[config.mk]
export PLATFORM = sky130hd
export DESIGN_NAME = hazard_scoreboard
export DESIGN_NICKNAME = d
export VERILOG_FILES = /design/src/rtl/hazard_scoreboard_pkg.sv /design/src/rtl/hazard_scoreboard_sb_match.sv /design/src/rtl/hazard_scoreboard.sv
export SDC_FILE = /design/constraint.sdc
export NUM_CORES = 1
export LEC_CHECK = 0
export ABC_AREA = 0
export ABC_CLOCK_PERIOD_IN_PS = 8100
export CAP_MARGIN = 5
export CELL_PAD_IN_SITES_DETAIL_PLACEMENT = 1
export CELL_PAD_IN_SITES_GLOBAL_PLACEMENT = 1
export CORE_MARGIN = 5
export CORE_UTILIZATION = 40
export DETAILED_ROUTE_END_ITERATION = 6
export PLACE_DENSITY = 0.88
export SLEW_MARGIN = 10
export SYNTH_ARGS = -nofsm -noshare
export SYNTH_HDL_FRONTEND = slang
export SYNTH_SLANG_ARGS = --single-unit
[constraint.sdc]
create_clock -name clk -period 8.1 [get_ports clk]
set_input_delay 2.43 -clock clk [delete_from_list [all_inputs] [get_ports clk]]
set_output_delay 2.43 -clock clk [all_outputs]
set_load 0.01 [all_outputs]
[src/rtl/hazard_scoreboard_pkg.sv]
// rtl/hazard_scoreboard_pkg.sv - shared pipeline encodings and scoreboard entry type
package hazard_scoreboard_pkg;

  // Tuse: cycles until a source is consumed; 3 marks an unused source
  localparam logic [1:0] TUSE_D    = 2'd0;
  localparam logic [1:0] TUSE_E    = 2'd1;
  localparam logic [1:0] TUSE_NONE = 2'd3;

  // Tnew: cycles from E entry until the result reaches a forwarding point
  localparam logic [1:0] TNEW_LINK = 2'd0;
  localparam logic [1:0] TNEW_ALU  = 2'd1;
  localparam logic [1:0] TNEW_LOAD = 2'd2;

  // Multiply/divide start classes (2'b11 is illegal and behaves as none)
  localparam logic [1:0] MD_NONE = 2'b00;
  localparam logic [1:0] MD_MULT = 2'b01;
  localparam logic [1:0] MD_DIV  = 2'b10;

  localparam int MULT_CYCLES_DEF = 5;
  localparam int DIV_CYCLES_DEF  = 10;

  // One in-flight producer as seen by the hazard logic
  typedef struct packed {
    logic       valid;
    logic [4:0] dest;
    logic [1:0] tnew;
  } sb_entry_t;

  // Remaining latency after one more stage of travel, floored at zero
  function automatic logic [1:0] tnew_next(input logic [1:0] tnew);
    return (tnew == 2'd0) ? 2'd0 : tnew - 2'd1;
  endfunction

endpackage

[src/rtl/hazard_scoreboard_sb_match.sv]
// rtl/hazard_scoreboard_sb_match.sv - stall lookup of one source against E/M/W
module sb_match
  import hazard_scoreboard_pkg::*;
(
  input  logic [4:0] src,
  input  logic [1:0] tuse,
  input  sb_entry_t  ent_e,
  input  sb_entry_t  ent_m,
  input  sb_entry_t  ent_w,
  output logic       stall
);

  logic hit_e;
  logic hit_m;
  logic hit_w;

  // Youngest matching producer decides; older matches are shadowed by it
  always_comb begin
    hit_e = ent_e.valid && (ent_e.dest == src);
    hit_m = ent_m.valid && (ent_m.dest == src);
    hit_w = ent_w.valid && (ent_w.dest == src);
    stall = 1'b0;
    if ((src != 5'd0) && (tuse != TUSE_NONE)) begin
      if (hit_e) begin
        stall = ent_e.tnew > tuse;
      end else if (hit_m) begin
        stall = ent_m.tnew > tuse;
      end else if (hit_w) begin
        stall = ent_w.tnew > tuse;
      end
    end
  end

endmodule

[src/rtl/hazard_scoreboard.sv]
// rtl/hazard_scoreboard.sv - D-stage stall generator from E/M/W producers and HI/LO busy
module hazard_scoreboard
  import hazard_scoreboard_pkg::*;
#(
  parameter int MULT_CYCLES = MULT_CYCLES_DEF,
  parameter int DIV_CYCLES  = DIV_CYCLES_DEF
) (
  input  logic       clk,
  input  logic       reset,
  input  logic [4:0] rsD,
  input  logic [4:0] rtD,
  input  logic [1:0] TuseRsD,
  input  logic [1:0] TuseRtD,
  input  logic [4:0] WriteRegD,
  input  logic       RegWriteD,
  input  logic [1:0] TnewD,
  input  logic [1:0] mdStartD,
  input  logic       mdUseD,
  output logic       stallD,
  output logic       flushE,
  output logic       mdBusy
);

  localparam logic [3:0] MULT_LOAD = 4'(MULT_CYCLES);
  localparam logic [3:0] DIV_LOAD  = 4'(DIV_CYCLES);

  sb_entry_t  e_q, e_d;
  sb_entry_t  m_q, m_d;
  sb_entry_t  w_q, w_d;
  logic [3:0] md_cnt_q, md_cnt_d;

  logic stall_rs;
  logic stall_rt;
  logic stall_md;

  sb_match u_match_rs (
    .src   (rsD),
    .tuse  (TuseRsD),
    .ent_e (e_q),
    .ent_m (m_q),
    .ent_w (w_q),
    .stall (stall_rs)
  );

  sb_match u_match_rt (
    .src   (rtD),
    .tuse  (TuseRtD),
    .ent_e (e_q),
    .ent_m (m_q),
    .ent_w (w_q),
    .stall (stall_rt)
  );

  // Stall outputs are purely combinational so reset drops them immediately
  always_comb begin
    mdBusy   = (md_cnt_q != 4'd0);
    stall_md = mdUseD && mdBusy;
    stallD   = stall_rs || stall_rt || stall_md;
    flushE   = stallD;
  end

  // Next shadow entries: D enters E (bubble on stall), M and W always advance
  always_comb begin
    e_d.valid = RegWriteD && !stallD && (WriteRegD != 5'd0);
    e_d.dest  = WriteRegD;
    e_d.tnew  = TnewD;
    m_d       = e_q;
    m_d.tnew  = tnew_next(e_q.tnew);
    w_d       = m_q;
    w_d.tnew  = 2'd0;
  end

  // HI/LO busy counter: reload when a mult/div leaves D, otherwise count down to 0
  always_comb begin
    md_cnt_d = md_cnt_q;
    if (!stallD && (mdStartD == MD_MULT)) begin
      md_cnt_d = MULT_LOAD;
    end else if (!stallD && (mdStartD == MD_DIV)) begin
      md_cnt_d = DIV_LOAD;
    end else if (md_cnt_q != 4'd0) begin
      md_cnt_d = md_cnt_q - 4'd1;
    end
  end

  // State registers with asynchronous active-low clear
  always_ff @(posedge clk or negedge reset) begin
    if (!reset) begin
      e_q      <= '0;
      m_q      <= '0;
      w_q      <= '0;
      md_cnt_q <= 4'd0;
    end else begin
      e_q      <= e_d;
      m_q      <= m_d;
      w_q      <= w_d;
      md_cnt_q <= md_cnt_d;
    end
  end

endmodule

==> reports/results.txt <==
Synth async-reset ratio = 100%
Final worst setup slack = 0.637 ns
Top-count cell post-synth = dfrtp_1
Initial core utilization = 40.4%
Final Core Density = 52.4%
Post-layout net count = 186
Post-synth top area share = 41.6%
Post-synth cell types = 31
CTS tree = yes
Crit Path Class = in -> out
First-pass GRT wire length = 5.13 mm
Die ar. = 4210 um^2
Max frequency = 134 MHz
Total power = 0.308 mW
Final Max Tran Viols = 0
Placed instance area = 1520 um^2
Min Tclk post-route = 7.46 ns
Sequential area share after synthesis = 41.6%
Post-placement worst setup slack = 0.601 ns
Relative slew slack = 41.3%
H-Tree Level Count = 1
WP data arrival = 5.03 ns
Largest area contributor in the netlist = dfrtp_1
Post-synth EDFFs = 0
Core area = 2980 um^2
Setup Fix Bufs, Post-CTS = 0
Worst EP required = 5.67 ns
Port buffer count = 29
Initial drt markers = 26
Unrepaired setup endpoints after global routing = false
CTS clock-pin slew for the worst setup and hold paths = 0.11 ns
Via count = 953
Post-CTS Hold Buffers = 0
Clock skew = 0.00552 ns
Status = finished, final reports clean
Post-DP HPWL = 2.61 mm
Post-route ant nets = 0
Max VDD drop = 0.114 mV
#FFs+latches synth = 20
Design area = 1560 um^2
Crit-path max FO = 8
Wire length per cell = 16.5 um
CTS Buffer Depth = 2
Lkg Pwr = 0.666 nW
Post-synth top cells = 20 x dfrtp_1, 12 x xnor2_1, 10 x ha_1, 10 x inv_1, 10 x xor2_1
Mapped Nets = 154
WL final = 2.99 mm
Largest net degree at the start of global routing = 21
Area growth syn-to-layout = 29.6%
Vias/cell = 5.27
Die H = 64.9 um
Chip width = 64.9 um
TNS Setup = 0 ns
Hold Fails Final Rpt = 0
Post-Syn Area per Cell = 10.3 um^2
Total GRT Usage = 15.9%
Clock buffers created by TritonCTS = 3
Top_reg_cell synth = dfrtp_1
Initial antenna violation count = 0
P per Cell Area = 197 nW/um^2
Ratio of cells with drive above 1 in the final layout = 5.41%
Startpoint Class = input port
# rows = 20
First-pass detailed-route iteration total = 3
Worst setup EP type = output pin
Final setup viols = 0
Area contributors post-synth = dfrtp_1 42%, ha_1 10%, xnor2_1 8.7%
Syn. warnings = 0
CTS root buf = clkbuf_4
PostCTS Resize Cnt = 0
Hold crit path type = reg -> reg
Max_cap viols = 0
Clk Latency, worst-skew pair = 0.29 ns
Post-route DRC = 0
Tcrit/Tclk final = 92.1%
CTS Sinks = 20
Placer Congestion = 0.778
# fillers = 332
Mapped Area = 1200 um^2
Io pins = 30
Worst Tran Pin Value = 0.878 ns
GRT overflow = 0
Vias in the first global route = 1113
Antenna cells = 0
Cell count after synthesis = 117
final timing paths:
check,start,endpoint,slack (ns),depth (start not counted)
hold reg to reg,e_q[7],m_q[7],0.44,0
min in group asynchronous,reset,md_cnt_q[1],2.63,1
hold / removal,e_q[7],m_q[7],0.44,0
setup reg to reg,m_q[1],md_cnt_q[0],5.79,8
max in group asynchronous,reset,e_q[2],4.94,1
setup / recovery,TuseRsD[1],stallD,0.64,9
through the flow:
| step | hold slack, ns | cells |
|---|---|---|
| final | 0.443 | 181 |
| after floorplan | 0.366 | 117 |
| after detailed placement | 0.429 | 177 |
| after global routing | 0.461 | 181 |
| after CTS | 0.449 | 181 |
| after global placement | 0.392 | 177 |
registers in the layout, summed over array words and instances, names as in the netlist:
signal,flops
md_cnt_q,4
e_q,8
m_q,8
worst max-delay path, cell delays in order:
cell and delay (ns):
clkdlybuf4s50_1 0.49, inv_1 0.07, ha_1 0.30, a21boi_0 0.19
nand4_1 0.11, nor4_1 0.32, mux2i_1 0.15, o211ai_2 0.36
clkdlybuf4s50_1 0.61
cell type report:
cell class,instances,area (um^2),share of cell area (%)
Tap cell,33,41.3,2.65
Multi-Input combinational cell,85,654,41.9
Timing Repair Buffer,29,290,18.6
Clock buffer,4,36.3,2.33
Sequential cell,20,500,32.1
Inverter,10,37.5,2.41
layout by cell type, fill, tap and decap left out, types with 4 or more instances in the layout:
cell,count
a21oi_1,4
clkdlybuf4s50_1,29
dfrtp_1,20
ha_1,10
inv_1,10
nand2_1,5
nor2_1,7
o21ai_0,4
xnor2_1,12
xor2_1,10
per-layer routing:
metal	part of all wire (%)	track usage [%]	up-vias
met4	1.2	4.75	0
met3	3.7	2.77	4
met5	0	0	-
met2	55	30.7	19
li1	-	-	463
met1	40	17.5	467
logic make-up (layout without fill, tap and decap cells):
kind of cell,after synthesis,count (layout),share of synthesized area (%)
simple gates,31,31,14.7
xor+xnor,22,22,16.0
compound gates,20,20,11.6
flops,20,20,41.6
buf+inv,12,43,4.05
fa+ha+maj,10,10,10.4
mux,2,2,1.66
report_power, final:
part           switching [mW]  internal, mW
combinational          0.0623        0.0614
sequential             0.0129         0.115
clock                  0.0287        0.0274
total                   0.104         0.204
Note: power is estimated with default switching activity, not from simulation.
